File: src/rtl/song_addr_sequencer_if.sv
// Control/status bundle between the user-control FSM, the address sequencer
// and the note ROM. The master drives song table, transport controls and beat
// tick; the slave (sequencer) returns the ROM address and play status.
interface song_addr_sequencer_if #(
   parameter int ADDR_W   = 10,
   parameter int SONG_NUM = 4,
   parameter int SEL_W    = 2
);
   logic                       BEAT_EN;
   logic [SEL_W-1:0]           SONG_SEL;
   logic [SONG_NUM*ADDR_W-1:0] SONG_START;
   logic [SONG_NUM*ADDR_W-1:0] SONG_END;
   logic                       PLAY;
   logic                       PAUSE;
   logic                       STOP;
   logic                       LOOP_MODE;
   logic [ADDR_W-1:0]          ROM_ADDR;
   logic [SEL_W-1:0]           CUR_SONG;
   logic                       PLAYING;
   logic                       SONG_DONE;
   logic                       TBL_ERR;

   modport master (
      output BEAT_EN, SONG_SEL, SONG_START, SONG_END, PLAY, PAUSE, STOP, LOOP_MODE,
      input  ROM_ADDR, CUR_SONG, PLAYING, SONG_DONE, TBL_ERR
   );

   modport slave (
      input  BEAT_EN, SONG_SEL, SONG_START, SONG_END, PLAY, PAUSE, STOP, LOOP_MODE,
      output ROM_ADDR, CUR_SONG, PLAYING, SONG_DONE, TBL_ERR
   );
endinterface

File: src/rtl/song_addr_sequencer.sv
// Music-ROM address sequencer: steps the ROM address once per beat tick inside
// the selected song's [start, end] range, with play/pause/stop, loop mode,
// restart on song change, table-error detection and a per-song done pulse.
// Optional build macro SONG_AUTO_NEXT_EN: a single-shot song that finishes
// advances to the next song (wrapping) instead of parking in DONE.
module song_addr_sequencer #(
   parameter int ADDR_W   = 10,
   parameter int SONG_NUM = 4,
   parameter int SEL_W    = 2
) (
   input  logic                  CLK,
   input  logic                  RST_N,
   song_addr_sequencer_if.slave  bus
);

   typedef enum logic [2:0] {
      S_IDLE,
      S_LOAD,
      S_RUN,
      S_HOLD,
      S_DONE
   } state_t;

   state_t             state, state_nx;
   logic [ADDR_W-1:0]  addr, addr_nx;
   logic [ADDR_W-1:0]  start_cur, end_cur;
   logic [SEL_W-1:0]   song, song_nx;
   logic [SEL_W-1:0]   sel_q;
   logic               done, done_nx;
   logic               err, err_nx;
   logic               play_q;
   logic               sel_chg;
   logic               out_rng;
`ifdef SONG_AUTO_NEXT_EN
   logic [SEL_W-1:0]   song_inc;

   assign song_inc = (song == SEL_W'(SONG_NUM - 1)) ? '0 : song + SEL_W'(1);
`endif

   assign sel_chg = (bus.SONG_SEL != sel_q);
   // Table may be edited live, so the current address can fall outside it.
   assign out_rng = (addr < start_cur) || (addr > end_cur);

   // Look up the current song's start/end from the flattened table.
   always_comb begin
      start_cur = '0;
      end_cur   = '0;
      for (int i = 0; i < SONG_NUM; i++) begin
         if (song == SEL_W'(i)) begin
            start_cur = bus.SONG_START[i*ADDR_W +: ADDR_W];
            end_cur   = bus.SONG_END[i*ADDR_W +: ADDR_W];
         end
      end
   end

   // Next-state, next-address and pulse decode; STOP beats everything.
   always_comb begin
      state_nx = state;
      addr_nx  = addr;
      song_nx  = song;
      done_nx  = 1'b0;
      err_nx   = 1'b0;
      if (bus.STOP) begin
         state_nx = S_IDLE;
         addr_nx  = '0;
      end else begin
         case (state)
            S_IDLE: begin
               if (bus.PLAY) begin
                  song_nx  = bus.SONG_SEL;
                  state_nx = S_LOAD;
               end
            end
            S_LOAD: begin
               if (start_cur > end_cur) begin
                  err_nx   = 1'b1;
                  addr_nx  = '0;
                  state_nx = S_IDLE;
               end else begin
                  addr_nx  = start_cur;
                  state_nx = S_RUN;
               end
            end
            S_RUN: begin
               if (sel_chg) begin
                  song_nx  = bus.SONG_SEL;
                  state_nx = S_LOAD;
               end else if (bus.PAUSE) begin
                  state_nx = S_HOLD;
               end else if (out_rng) begin
                  addr_nx = start_cur;
               end else if (bus.BEAT_EN) begin
                  if (addr == end_cur) begin
                     done_nx = 1'b1;
                     if (bus.LOOP_MODE) begin
                        addr_nx = start_cur;
                     end else begin
`ifdef SONG_AUTO_NEXT_EN
                        song_nx  = song_inc;
                        state_nx = S_LOAD;
`else
                        state_nx = S_DONE;
`endif
                     end
                  end else begin
                     addr_nx = addr + ADDR_W'(1);
                  end
               end
            end
            S_HOLD: begin
               if (sel_chg) begin
                  song_nx  = bus.SONG_SEL;
                  state_nx = S_LOAD;
               end else if (!bus.PAUSE) begin
                  state_nx = S_RUN;
               end
            end
            S_DONE: begin
               if (sel_chg) begin
                  song_nx  = bus.SONG_SEL;
                  state_nx = S_LOAD;
               end else if (bus.PLAY && !play_q) begin
                  state_nx = S_LOAD;
               end
            end
            default: begin
               state_nx = S_IDLE;
               addr_nx  = '0;
            end
         endcase
      end
   end

   // State, address and registered status pulses; selector/play history.
   always_ff @(posedge CLK or negedge RST_N) begin
      if (!RST_N) begin
         state  <= S_IDLE;
         addr   <= '0;
         song   <= '0;
         done   <= 1'b0;
         err    <= 1'b0;
         sel_q  <= '0;
         play_q <= 1'b0;
      end else begin
         state  <= state_nx;
         addr   <= addr_nx;
         song   <= song_nx;
         done   <= done_nx;
         err    <= err_nx;
         sel_q  <= bus.SONG_SEL;
         play_q <= bus.PLAY;
      end
   end

   assign bus.ROM_ADDR  = addr;
   assign bus.CUR_SONG  = song;
   assign bus.PLAYING   = (state == S_RUN);
   assign bus.SONG_DONE = done;
   assign bus.TBL_ERR   = err;

endmodule

File: src/flat_wrapper.sv
// flat-port wrapper written by rule: the top's interface ports become plain ports
module song_addr_sequencer_flat 
#(
   parameter int ADDR_W   = 10,
   parameter int SONG_NUM = 4,
   parameter int SEL_W    = 2
)
  (CLK, RST_N, bus_BEAT_EN, bus_SONG_SEL, bus_SONG_START, bus_SONG_END, bus_PLAY, bus_PAUSE, bus_STOP, bus_LOOP_MODE, bus_ROM_ADDR, bus_CUR_SONG, bus_PLAYING, bus_SONG_DONE, bus_TBL_ERR);
  song_addr_sequencer_if #(.ADDR_W(ADDR_W), .SONG_NUM(SONG_NUM), .SEL_W(SEL_W)) bus_i ();
  input  logic CLK;
  input  logic RST_N;
  input wire logic [$bits(bus_i.BEAT_EN)-1:0] bus_BEAT_EN;
  input wire logic [$bits(bus_i.SONG_SEL)-1:0] bus_SONG_SEL;
  input wire logic [$bits(bus_i.SONG_START)-1:0] bus_SONG_START;
  input wire logic [$bits(bus_i.SONG_END)-1:0] bus_SONG_END;
  input wire logic [$bits(bus_i.PLAY)-1:0] bus_PLAY;
  input wire logic [$bits(bus_i.PAUSE)-1:0] bus_PAUSE;
  input wire logic [$bits(bus_i.STOP)-1:0] bus_STOP;
  input wire logic [$bits(bus_i.LOOP_MODE)-1:0] bus_LOOP_MODE;
  output wire logic [$bits(bus_i.ROM_ADDR)-1:0] bus_ROM_ADDR;
  output wire logic [$bits(bus_i.CUR_SONG)-1:0] bus_CUR_SONG;
  output wire logic [$bits(bus_i.PLAYING)-1:0] bus_PLAYING;
  output wire logic [$bits(bus_i.SONG_DONE)-1:0] bus_SONG_DONE;
  output wire logic [$bits(bus_i.TBL_ERR)-1:0] bus_TBL_ERR;
  assign bus_i.BEAT_EN = bus_BEAT_EN;
  assign bus_i.SONG_SEL = bus_SONG_SEL;
  assign bus_i.SONG_START = bus_SONG_START;
  assign bus_i.SONG_END = bus_SONG_END;
  assign bus_i.PLAY = bus_PLAY;
  assign bus_i.PAUSE = bus_PAUSE;
  assign bus_i.STOP = bus_STOP;
  assign bus_i.LOOP_MODE = bus_LOOP_MODE;
  assign bus_ROM_ADDR = bus_i.ROM_ADDR;
  assign bus_CUR_SONG = bus_i.CUR_SONG;
  assign bus_PLAYING = bus_i.PLAYING;
  assign bus_SONG_DONE = bus_i.SONG_DONE;
  assign bus_TBL_ERR = bus_i.TBL_ERR;
  song_addr_sequencer #(.ADDR_W(ADDR_W), .SONG_NUM(SONG_NUM), .SEL_W(SEL_W)) u_core (.CLK(CLK), .RST_N(RST_N), .bus(bus_i));
endmodule
File: config.mk
export PLATFORM = sky130hd
export DESIGN_NAME = song_addr_sequencer_flat
export DESIGN_NICKNAME = d
export VERILOG_FILES = /design/src/rtl/song_addr_sequencer_if.sv /design/src/rtl/song_addr_sequencer.sv /design/src/flat_wrapper.sv
export SDC_FILE = /design/constraint.sdc
export NUM_CORES = 1
export LEC_CHECK = 0
export CAP_MARGIN = 40
export CORE_ASPECT_RATIO = 0.8
export CORE_UTILIZATION = 47
export CTS_CLUSTER_DIAMETER = 100
export DETAILED_ROUTE_END_ITERATION = 8
export PLACE_DENSITY = 0.87
export SYNTH_ARGS = -nofsm -noshare
export SYNTH_HDL_FRONTEND = slang
export SYNTH_SLANG_ARGS = --single-unit
export TNS_END_PERCENT = 50
File: constraint.sdc
create_clock -name CLK -period 8.2 [get_ports CLK]
set_input_delay 2.05 -clock CLK [delete_from_list [all_inputs] [get_ports CLK]]
set_output_delay 2.05 -clock CLK [all_outputs]
set_load 0.005 [all_outputs]
==> results of run 1 <==
==> worst max-delay path: cells and delay by family <==
kind / cells / cell delay, ps
muxes: 1 / 450
AOI/OAI and AO/OA: 7 / 2030
buffers and inverters: 2 / 530
adders and majority gates: 1 / 260
==> layout by cell type (no fill, tap or decap), types with 2 or more instances in the layout <==
cell type and instances:
sky130_fd_sc_hd__nand4_1 7, sky130_fd_sc_hd__or2_2 2, sky130_fd_sc_hd__ha_1 30, sky130_fd_sc_hd__o21ai_0 6, sky130_fd_sc_hd__o32ai_1 2, sky130_fd_sc_hd__and3_1 3
sky130_fd_sc_hd__nand2b_1 4, sky130_fd_sc_hd__mux4_2 20, sky130_fd_sc_hd__nor3_1 11, sky130_fd_sc_hd__nor2_1 18, sky130_fd_sc_hd__inv_1 32, sky130_fd_sc_hd__nand2_1 10
sky130_fd_sc_hd__a211oi_1 6, sky130_fd_sc_hd__mux2_2 3, sky130_fd_sc_hd__clkbuf_8 4, sky130_fd_sc_hd__xor2_1 2, sky130_fd_sc_hd__or3_1 2, sky130_fd_sc_hd__a22oi_1 3
sky130_fd_sc_hd__o21ai_1 2, sky130_fd_sc_hd__a21oi_1 16, sky130_fd_sc_hd__o22ai_1 8, sky130_fd_sc_hd__o32a_1 2, sky130_fd_sc_hd__a32oi_1 4, sky130_fd_sc_hd__nor4_1 4
sky130_fd_sc_hd__dfrtp_1 20, sky130_fd_sc_hd__clkdlybuf4s50_1 103, sky130_fd_sc_hd__a21o_1 5, sky130_fd_sc_hd__a31oi_1 6, sky130_fd_sc_hd__nand3_1 8, sky130_fd_sc_hd__mux2i_1 3
sky130_fd_sc_hd__o21ai_2 3
==> metrics by stage <==
step / cell area (um^2) / hold WS [ps]
floorplan: 2500 / 558
global placement: 3570 / 625
detailed placement: 3590 / 628
CTS: 3650 / 638
global route: 3650 / 681
finish: 3650 / 646
==> synth_stat cells, drive strengths merged (3+ instances only) <==
| library cell | n | area share |
|---|---|---|
| and3 | 3 | 0.0075 |
| a31oi | 6 | 0.015 |
| mux4 | 20 | 0.18 |
| nand2b | 4 | 0.010 |
| buf | 5 | 0.013 |
| a32oi | 4 | 0.014 |
| a21o | 5 | 0.015 |
| nor4 | 4 | 0.010 |
| nand3 | 9 | 0.020 |
| nor2 | 19 | 0.030 |
| mux2 | 4 | 0.020 |
| o21ai | 11 | 0.027 |
| a211oi | 6 | 0.018 |
| o22ai | 8 | 0.020 |
| dfrtp | 20 | 0.20 |
| nand2 | 10 | 0.015 |
| inv | 33 | 0.050 |
| nand4 | 7 | 0.018 |
| clkbuf | 3 | 0.0045 |
| a22oi | 3 | 0.0090 |
| ha | 30 | 0.15 |
| a21oi | 16 | 0.032 |
| mux2i | 3 | 0.012 |
| nor3 | 11 | 0.022 |
==> path summary, 6_finish.rpt <==
check	start	to	slack, ps
setup / recovery	bus_SONG_END[7]	u_core.bus.ROM_ADDR[6]	3020
hold / removal	u_core.bus.ROM_ADDR[9]	u_core.bus.ROM_ADDR[9]	650
setup reg to reg	u_core.bus.CUR_SONG[1]	u_core.bus.ROM_ADDR[6]	4290
hold reg to reg	u_core.bus.ROM_ADDR[9]	u_core.bus.ROM_ADDR[9]	650
max in group asynchronous	RST_N	u_core.bus.ROM_ADDR[4]	5640
min in group asynchronous	RST_N	u_core.play_q	2110
==> cells by family (layout without fill, tap and decap cells) <==
group,count (synthesis),after routing,synth area share
AO/OA/AOI/OAI,70,70,0.196
multiplexers,27,27,0.212
flip-flops,20,20,0.200
XOR/XNOR,2,2,0.00701
buffers and inverters,41,143,0.0671
AND/OR/NAND/NOR,77,77,0.168
adder cells (fa/ha/maj),30,30,0.150
==> state kept, by name, summed over array words and instances, names as in the netlist <==
register,cells
u_core.bus.ROM_ADDR,10
u_core.bus.CUR_SONG,2
u_core.play_q,1
u_core.bus.SONG_DONE,1
u_core.sel_q,2
u_core.bus.TBL_ERR,1
u_core.state,3
==> power by group through the flow <==
| stage | Sequential, mW | Combinational, mW | Clock [mW] |
|---|---|---|---|
| floorplan | 0.153 | 0.516 | 0 |
| global placement | 0.175 | 0.678 | 0 |
| detailed placement | 0.176 | 0.718 | 0 |
| CTS | 0.175 | 0.720 | 0.0757 |
| global route | 0.182 | 0.803 | 0.0803 |
| finish | 0.178 | 0.728 | 0.0753 |
==> layout make-up <==
class,instances,share of cell area
clock buffer,4,0.0151
inverter,33,0.0340
multi-input combinational,206,0.502
sequential,20,0.137
tap,62,0.0213
timing repair buffer,106,0.290
==> metal layers <==
| metal | global-route usage | vias up | wire, um |
|---|---|---|---|
| met1 | 0.351 | 1254 | 3170 |
| met3 | 0.0721 | 20 | 637 |
| li1 | - | 1246 | - |
| met2 | 0.481 | 151 | 3680 |
| met5 | 0 | - | 0 |
| met4 | 0.0805 | 0 | 115 |
==> qor.log, run 1 <==
[outcome] outcome completed
[synth] most used flip-flop cell after synthesis sky130_fd_sc_hd__dfrtp_1
[worst_hold_path] worst hold path class flop to flop
[pwr] relative contribution of sequential cells to total power 0.181
[cells_and_area] area occupied by registers 500 um^2
[sta] unrepaired setup endpoints after global routing no
[pwr] power density over the cells 269 mW/mm^2
[cells_and_area] non-filler cells, final 431
[sta] fmax 193 MHz
[sta] worst slew pin tran 935 ps
[pwr] Total Power 0.980 mW
[detailed_routing] vias after detailed routing 2671
[sta] final-report hold violation count 0
[floorplanning] full die area 0.00561 mm^2
[placed_design] worst setup slack after placement 2830 ps
[setup_path] largest driver fanout on the critical path 10
[setup_path] worst path required time 8330 ps
[clocking] CTS max path bufs 2
[placed_design] final HPWL from detailed placement 6430 um
[pwr] static leakage power 1.56 nW
[clocking] clock insertion delay at the later pin of the skew report 260 ps
[pwr] Max IR drop VDD 155 uV
[synth] number of different library cells in the post-synthesis netlist 51
[setup_path] cell type of the slowest stage on the worst timing path sky130_fd_sc_hd__a2111oi_0
[synth] #FFs+latches synth 20
[sta] worst clock skew on the final layout 9.95 ps
[cells_and_area] fin util 0.720
[clocking] CTS sink count 20
[placed_design] cell count after placement 427
[placed_design] I/O Buffers 103
[detailed_routing] total wirelength of the detailed-routed design 7600 um
[setup_path] slowest stage delay, CP 620 ps
[sta] final critical delay including setup and external delays 5180 ps
[detailed_routing] drt via density 6.20
[global_routing] total gr overflow 0
[cells_and_area] antenna diode count 0
[job] number of violations of the max-capacitance limit 0
[floorplanning] height of the die 67.2 um
[detailed_routing] DRC violation total after the first TritonRoute iteration 267
[clocking] buffer count from post-CTS setup fixing 0
[global_routing] number of antenna violations at the first check in global routing 0
[clocking] library cell used as clock root buffer sky130_fd_sc_hd__clkbuf_8
[synth] Netlist Area Pre-Place 0.00250 mm^2
[setup_path] worst reg-to-reg path cell count 10
[synth] share of the yosys chip area belonging to registers 0.200
[cells_and_area] area growth from synthesis to layout 45.9%
[global_routing] vias in the first global route 2607
[clocking] CTS tree yes
[pwr] internal power component 0.519 mW
[synth] fraction of registers with async set or reset after synthesis 1.00
[floorplanning] core area 0.00506 mm^2
[sta] count of pins over their slew limit 0
[detailed_routing] remaining antenna violation count 0
[global_routing] global router's overall resource usage 0.278
[sta] Final setup viols 0
[cells_and_area] footprint of the multi-input gates 0.00183 mm^2
[synth] number of standard cells after synthesis 267
[setup_path] worst path arrival time 5310 ps
[floorplanning] die width 83.5 um
[detailed_routing] length of the first detailed-routing pass in iterations 5
[clocking] number of H-tree branching levels 1
[setup_path] chain of cells forming the critical path clkdlybuf4s50_1 > mux4_2 > inv_1 > ha_1 > a211oi_1 > o21bai_1 > a2111oi_0 > o21a_1 > o32ai_1 > a32oi_1 > o22ai_1
[synth] count of synthesis-stage warnings from yosys 0
[pwr] sw frac 0.471
[clocking] Worst-path clk slew 70 ps
[floorplanning] initial standard-cell utilization of the core 0.493
[clocking] CTS Hold Buffers Added 0
[setup_path] crit path launch type input port
[synth] number of enable flip-flop cells after synthesis 0
[global_routing] largest net degree at the start of global routing 23
[setup_path] Setup Crit Path Kind input port to flop
[worst_hold_path] instance count along the most critical hold path 2
[sta] crit path setup slack, layout 3020 ps
[sta] final cycle utilization of the critical path 0.632
[setup_path] Setup crit end kind flop
[detailed_routing] post-route DRC violation count 0
[clocking] Resized Gates After CTS 0
[detailed_routing] detailed-route wire length per cell 17.6 um
[sta] worst rel slew slack 0.376
[placed_design] gp weighted congestion 0.893
[cells_and_area] filler cell count 363
[floorplanning] site row count 23
[pwr] portion of total power attributed to combinational logic 0.742
[synth] Avg Synthesized Cell Area 9.36 um^2
[clocking] clock buffers created by TritonCTS 3
[pwr] clock group share of total power 0.077
[pwr] power dissipated by switching net loads 0.462 mW
[cells_and_area] share of cells above drive strength 1 0.114
[sta] setup TNS after final layout 0 ps
[cells_and_area] number of nets in the layout 489
[floorplanning] I/O Pins 104
[synth] Post-Syn Nets 386
[global_routing] global-route wire length before repair 12100 um
No activity file was read; power rests on OpenSTA's default activity.
==> run 2, diff against run 1 <==
CORE_UTILIZATION = 40   (was 47)
PLACE_DENSITY = 0.79   (was 0.87)
clock period = 4.4 ns   (was 8.2 ns; I/O delays follow)
==> qor.log, run 2 (synthesis gave the netlist of run 1 again) <==
[outcome] outcome completed
[placed_design] final HPWL from detailed placement 6280 um [-2.3%]
[sta] final-report hold violation count 0 [unchanged]
[setup_path] worst path required time 4530 ps [-3800 ps]
[global_routing] global-route wire length before repair 11900 um [-2.0%]
[detailed_routing] drt via density 5.76 [-7.1%]
[setup_path] most common cell type on the critical path sky130_fd_sc_hd__a211oi_1
[cells_and_area] antenna diode count 0 [unchanged]
[pwr] internal power component 0.990 mW [+91%]
[setup_path] largest driver fanout on the critical path 7 [-3]
[job] number of violations of the max-capacitance limit 0 [unchanged]
[detailed_routing] total wirelength of the detailed-routed design 7390 um [-2.8%]
[cells_and_area] number of nets in the layout 495 [+1.2%]
[pwr] Total Power 1.84 mW [+88%]
[detailed_routing] length of the first detailed-routing pass in iterations 4 [-1]
[floorplanning] full die area 0.00657 mm^2 [+17%]
[setup_path] slowest stage delay, CP 470 ps [-150 ps]
[sta] worst clock skew on the final layout 2.20 ps [-7.75 ps]
[clocking] CTS sink count 20 [unchanged]
[cells_and_area] summed area of non-filler cells in the final layout 0.00372 mm^2 [+2.0%]
[cells_and_area] footprint of the multi-input gates 0.00183 mm^2 [unchanged]
[sta] crit path setup slack, layout 302 ps [-2710 ps]
[cells_and_area] area occupied by registers 500 um^2 [unchanged]
[pwr] power density over the cells 495 mW/mm^2 [+84%]
[clocking] Resized Gates After CTS 0 [unchanged]
[clocking] buffer count from post-CTS setup fixing 0 [unchanged]
[placed_design] area after detailed placement 0.00366 mm^2 [+2.0%]
[pwr] clock group share of total power 0.078 [about the same]
[pwr] Max IR drop VDD 244 uV [+57%]
[detailed_routing] post-route DRC violation count 0 [unchanged]
[setup_path] Setup Crit Path Kind input port to flop
[clocking] CTS Hold Buffers Added 0 [unchanged]
[global_routing] global router's overall resource usage 0.229 [-0.0494]
[global_routing] number of antenna violations at the first check in global routing 0 [unchanged]
[cells_and_area] flip-flop count of the largest register after layout 10 [unchanged]
[floorplanning] site row count 25 [+8.7%]
[cells_and_area] area growth from synthesis to layout 48.8%
[detailed_routing] DRC violation total after the first TritonRoute iteration 233 [-13%]
[sta] fmax 244 MHz
[clocking] clock insertion delay at the later pin of the skew report 260 ps [about the same]
[worst_hold_path] worst hold path class flop to flop
[setup_path] chain of cells forming the critical path clkdlybuf4s50_1 > mux4_2 > inv_1 > ha_1 > a211oi_1 > o21bai_1 > a2111oi_0 > buf_4 > o21a_1 > nor3_1 > a211oi_1 > o22ai_1
[detailed_routing] vias after detailed routing 2626 [-1.7%]
[pwr] sw frac 0.463 [-0.00842]
[clocking] clock buffers created by TritonCTS 3 [unchanged]
[sta] unrepaired setup endpoints after global routing no
[sta] final critical delay including setup and external delays 4100 ps
[pwr] relative contribution of sequential cells to total power 0.192 [+0.011]
[placed_design] worst setup slack after placement 154 ps [-2680 ps]
[global_routing] total gr overflow 0 [unchanged]
[sta] worst rel slew slack 0.463 [+0.0866]
[pwr] portion of total power attributed to combinational logic 0.730 [-0.012]
[setup_path] cell type of the slowest stage on the worst timing path sky130_fd_sc_hd__a2111oi_0
[floorplanning] die width 90.4 um [+8.2%]
[detailed_routing] remaining antenna violation count 0 [unchanged]
[clocking] CTS max path bufs 2 [unchanged]
[floorplanning] height of the die 72.7 um [+8.1%]
[pwr] static leakage power 1.59 nW [+1.8%]
[cells_and_area] most common cell after layout, fill and taps aside sky130_fd_sc_hd__clkdlybuf4s50_1
[sta] final cycle utilization of the critical path 0.931
[floorplanning] I/O Pins 104 [unchanged]
[sta] Final setup viols 0 [unchanged]
[cells_and_area] share of cells above drive strength 1 0.128 [+0.0142]
[pwr] power dissipated by switching net loads 0.852 mW [+84%]
[cells_and_area] commonest non-fill, non-tap cells in the layout sky130_fd_sc_hd__clkdlybuf4s50_1, sky130_fd_sc_hd__inv_1, sky130_fd_sc_hd__ha_1
[sta] worst slew pin tran 805 ps [-130 ps]
[clocking] Worst-path clk slew 70 ps [about the same]
[cells_and_area] non-filler cells, final 456 [+5.8%]
[floorplanning] initial standard-cell utilization of the core 0.418 [-0.0751]
[global_routing] largest net degree at the start of global routing 19 [-17%]
[placed_design] gp weighted congestion 0.956 [+7.0%]
[sta] setup TNS after final layout 0 ps [unchanged]
[clocking] library cell used as clock root buffer sky130_fd_sc_hd__clkbuf_8
[cells_and_area] filler cell count 501 [+38%]
[setup_path] Setup crit end kind flop
[sta] count of pins over their slew limit 0 [unchanged]
[setup_path] crit path launch type input port
[placed_design] I/O Buffers 103 [unchanged]
[placed_design] cell count after placement 452 [+5.9%]
[setup_path] worst path arrival time 4220 ps [-1090 ps]
[clocking] CTS tree yes
[global_routing] vias in the first global route 2493 [-4.4%]
[floorplanning] core area 0.00597 mm^2 [+18%]
[clocking] number of H-tree branching levels 1 [unchanged]
[detailed_routing] detailed-route wire length per cell 16.2 um [-8.1%]
==> run 2: layout make-up <==
cell class / instances / area share
multi-input combinational: 206 / 0.492
inverter: 33 / 0.0333
sequential: 20 / 0.135
timing repair buffer: 112 / 0.298
tap: 81 / 0.0273
clock buffer: 4 / 0.0148
==> run 2: final timing paths <==
path	slack [ps]	to	cells past startpoint	start
max	300	u_core.bus.ROM_ADDR[8]	12	bus_SONG_END[37]
min	660	u_core.bus.ROM_ADDR[9]	2	u_core.bus.ROM_ADDR[9]
max reg2reg	480	u_core.bus.ROM_ADDR[8]	12	u_core.bus.CUR_SONG[0]
min reg2reg	660	u_core.bus.ROM_ADDR[9]	2	u_core.bus.ROM_ADDR[9]
max in group asynchronous	2800	u_core.bus.ROM_ADDR[1]	2	RST_N
min in group asynchronous	1160	u_core.bus.SONG_DONE	1	RST_N
==> run 2: metrics by stage <==
stage	hold slack, ps	util
final	656	0.622
after global routing	700	0.622
after CTS	650	0.622
after detailed placement	638	0.613
after global placement	632	0.610
after floorplan	558	-
==> run 2: layer usage <==
metal / up-vias / GRT usage / wire (um)
met4: 0 / 0.0681 / 140
met3: 11 / 0.0323 / 615
met5: - / 0 / 0
met1: 1234 / 0.318 / 3250
li1: 1256 / - / -
met2: 125 / 0.375 / 3390
==> run 2: critical path, delay by kind of cell <==
| family | cells | cell delay, ps |
|---|---|---|
| compound gates | 6 | 1590 |
| fa+ha+maj | 1 | 260 |
| buf+inv | 3 | 720 |
| mux | 1 | 460 |
| simple gates | 1 | 90 |
==> run 2: power groups by stage <==
stage | registers (mW) | clock network, mW | logic [mW]
final | 0.354 | 0.143 | 1.34
after global routing | 0.369 | 0.151 | 1.48
after CTS | 0.355 | 0.146 | 1.33
after detailed placement | 0.358 | 0 | 1.33
after global placement | 0.357 | 0 | 1.29
after floorplan | 0.285 | 0 | 0.961
==> run 3, diff against run 2 <==
CTS_BUF_LIST = sky130_fd_sc_hd__clkbuf_4   (was unset)
==> qor.log, run 3 (synthesis gave the netlist of run 1 again) <==
[pwr] clock group share of total power 0.053 [-0.025]
[cells_and_area] flip-flop count of the largest register after layout 10 [unchanged]
[setup_path] Setup crit end kind flop
[clocking] number of H-tree branching levels 1 [unchanged]
[pwr] Max IR drop VDD 245 uV [+0.51%]
[cells_and_area] share of cells above drive strength 1 0.125 [-0.00267]
[sta] setup TNS after final layout 0 ps [unchanged]
[cells_and_area] area occupied by registers 500 um^2 [unchanged]
[sta] worst rel slew slack 0.462 [-0.000768]
[detailed_routing] drt via density 5.71 [-0.76%]
[clocking] CTS tree yes
[setup_path] reg-to-reg setup timing slack 490 ps [about the same]
[setup_path] worst path required time 4580 ps [+50 ps]
[sta] fmax 248 MHz [+1.8%]
[setup_path] end of the worst register-to-register path u_core.bus.ROM_ADDR[8]
[setup_path] worst path arrival time 4200 ps [-20 ps]
[global_routing] largest net degree at the start of global routing 19 [unchanged]
[floorplanning] initial standard-cell utilization of the core 0.418 [unchanged]
[sta] unrepaired setup endpoints after global routing no
[detailed_routing] vias after detailed routing 2606 [-0.76%]
[sta] count of pins over their slew limit 0 [unchanged]
[global_routing] global router's overall resource usage 0.228 [-0.000460]
[pwr] sw frac 0.473 [+0.0101]
[setup_path] largest driver fanout on the critical path 7 [unchanged]
[clocking] Resized Gates After CTS 0 [unchanged]
[clocking] clock insertion delay at the later pin of the skew report 310 ps [+50 ps]
[pwr] internal power component 0.943 mW [-4.7%]
[placed_design] I/O Buffers 103 [unchanged]
[sta] final critical delay including setup and external delays 4020 ps [-73.9 ps]
[placed_design] gp weighted congestion 0.956 [unchanged]
[detailed_routing] length of the first detailed-routing pass in iterations 4 [unchanged]
[job] number of violations of the max-capacitance limit 0 [unchanged]
[sta] final cycle utilization of the critical path 0.915 [-0.0168]
[setup_path] Setup Crit Path Kind input port to flop
[clocking] clock buffers created by TritonCTS 3 [unchanged]
[worst_hold_path] Worst Hold Launch u_core.bus.ROM_ADDR[9]
[clocking] Worst-path clk slew 110 ps [+40 ps]
[placed_design] final HPWL from detailed placement 6280 um [unchanged]
[detailed_routing] remaining antenna violation count 0 [unchanged]
[clocking] CTS max path bufs 2 [unchanged]
[detailed_routing] DRC violation total after the first TritonRoute iteration 261 [+12%]
[cells_and_area] area growth from synthesis to layout 47.6%
[global_routing] total gr overflow 0 [unchanged]
[cells_and_area] footprint of the multi-input gates 0.00183 mm^2 [unchanged]
[detailed_routing] total wirelength of the detailed-routed design 7330 um [-0.80%]
[clocking] CTS sink count 20 [unchanged]
[global_routing] vias in the first global route 2483 [-0.40%]
[cells_and_area] commonest non-fill, non-tap cells in the layout sky130_fd_sc_hd__clkdlybuf4s50_1, sky130_fd_sc_hd__inv_1, sky130_fd_sc_hd__ha_1
[setup_path] worst reg-to-reg path cell count 12 [unchanged]
[cells_and_area] most common cell after layout, fill and taps aside sky130_fd_sc_hd__clkdlybuf4s50_1
[setup_path] Reg-to-Reg Start u_core.bus.CUR_SONG[0]
[clocking] CTS Hold Buffers Added 0 [unchanged]
[clocking] buffer count from post-CTS setup fixing 0 [unchanged]
[floorplanning] full die area 0.00657 mm^2 [unchanged]
[sta] Final setup viols 0 [unchanged]
[detailed_routing] post-route DRC violation count 0 [unchanged]
[floorplanning] site row count 25 [unchanged]
[sta] worst slew pin tran 807 ps [+1.15 ps]
[detailed_routing] detailed-route wire length per cell 16.1 um [-0.80%]
[floorplanning] I/O Pins 104 [unchanged]
[worst_hold_path] worst hold path class flop to flop
[worst_hold_path] instance count along the most critical hold path 2 [unchanged]
[floorplanning] die width 90.4 um [unchanged]
[pwr] power dissipated by switching net loads 0.845 mW [-0.73%]
[pwr] portion of total power attributed to combinational logic 0.750 [+0.020]
[worst_hold_path] worst min-delay path endpoint u_core.bus.ROM_ADDR[9]
[cells_and_area] filler cell count 503 [+0.40%]
[global_routing] number of antenna violations at the first check in global routing 0 [unchanged]
[cells_and_area] fin util 0.617 [-0.00482]
[cells_and_area] number of nets in the layout 495 [unchanged]
[pwr] relative contribution of sequential cells to total power 0.198 [+0.006]
[global_routing] global-route wire length before repair 11900 um [unchanged]
[cells_and_area] antenna diode count 0 [unchanged]
[setup_path] crit path launch type input port
[outcome] outcome completed
[sta] final-report hold violation count 0 [unchanged]
[pwr] static leakage power 1.58 nW [-0.84%]
[sta] worst clock skew on the final layout 11.6 ps [+9.35 ps]
[floorplanning] height of the die 72.7 um [unchanged]
[floorplanning] core area 0.00597 mm^2 [unchanged]
[pwr] power density over the cells 485 mW/mm^2 [-2.1%]
[clocking] library cell used as clock root buffer sky130_fd_sc_hd__clkbuf_4
==> run 3: layout make-up <==
cell class | instances | share of cell area
Clock inverter | 1 | 0.00102
Clock buffer | 3 | 0.00611
Inverter | 33 | 0.0336
Multi-Input combinational cell | 206 | 0.496
Tap cell | 81 | 0.0275
Sequential cell | 20 | 0.136
Timing Repair Buffer | 112 | 0.300
==> run 3: power groups by stage <==
stage | sequential (mW) | combinational (mW) | clock, mW
6_report | 0.354 | 1.34 | 0.0941
5_1_grt | 0.369 | 1.48 | 0.0998
4_1_cts | 0.354 | 1.33 | 0.0948
3_5_place_dp | 0.358 | 1.33 | 0
3_3_place_gp | 0.357 | 1.29 | 0
2_1_floorplan | 0.285 | 0.961 | 0
==> run 3: how the worst max path moves through the flow <==
stage / from / endpoint
floorplan: u_core.bus.CUR_SONG[0] / u_core.bus.ROM_ADDR[3]
global placement: bus_SONG_END[37] / u_core.bus.ROM_ADDR[8]
detailed placement: bus_SONG_END[37] / u_core.bus.ROM_ADDR[6]
CTS: bus_SONG_END[37] / u_core.bus.ROM_ADDR[6]
global route: u_core.bus.CUR_SONG[0] / u_core.bus.ROM_ADDR[4]
finish: bus_SONG_END[37] / u_core.bus.ROM_ADDR[8]
==> run 3: per-stage QoR <==
stage | area (um^2) | power [mW] | setup slack [ps] | std cells | hold slack, ps
finish | 3690 | 1.79 | 376 | 456 | 667
global route | 3690 | 1.95 | 209 | 456 | 707
CTS | 3690 | 1.78 | 479 | 456 | 656
detailed placement | 3660 | 1.69 | 154 | 452 | 638
global placement | 3650 | 1.65 | 233 | 451 | 632
floorplan | 2500 | 1.25 | 795 | 267 | 558
==> run 3: layer usage <==
| metal | vias to the layer above | share of wire | wire length [um] | GRT usage |
|---|---|---|---|---|
| met5 | - | 0 | 0 | 0 |
| met4 | 0 | 0.014 | 101 | 0.0573 |
| met3 | 8 | 0.086 | 631 | 0.0323 |
| met2 | 115 | 0.46 | 3360 | 0.378 |
| met1 | 1228 | 0.44 | 3230 | 0.318 |
| li1 | 1255 | - | - | - |
==> run 3: worst max-delay path, stage by stage <==
cell                              delay (ps)
sky130_fd_sc_hd__clkdlybuf4s50_1         410
sky130_fd_sc_hd__mux4_2                  460
sky130_fd_sc_hd__inv_1                   100
sky130_fd_sc_hd__ha_1                    260
sky130_fd_sc_hd__a211oi_1                270
sky130_fd_sc_hd__o21bai_1                150
sky130_fd_sc_hd__a2111oi_0               450
sky130_fd_sc_hd__buf_4                   210
sky130_fd_sc_hd__o21a_1                  270
sky130_fd_sc_hd__nor3_1                   80
sky130_fd_sc_hd__a211oi_1                300
sky130_fd_sc_hd__o22ai_1                 140
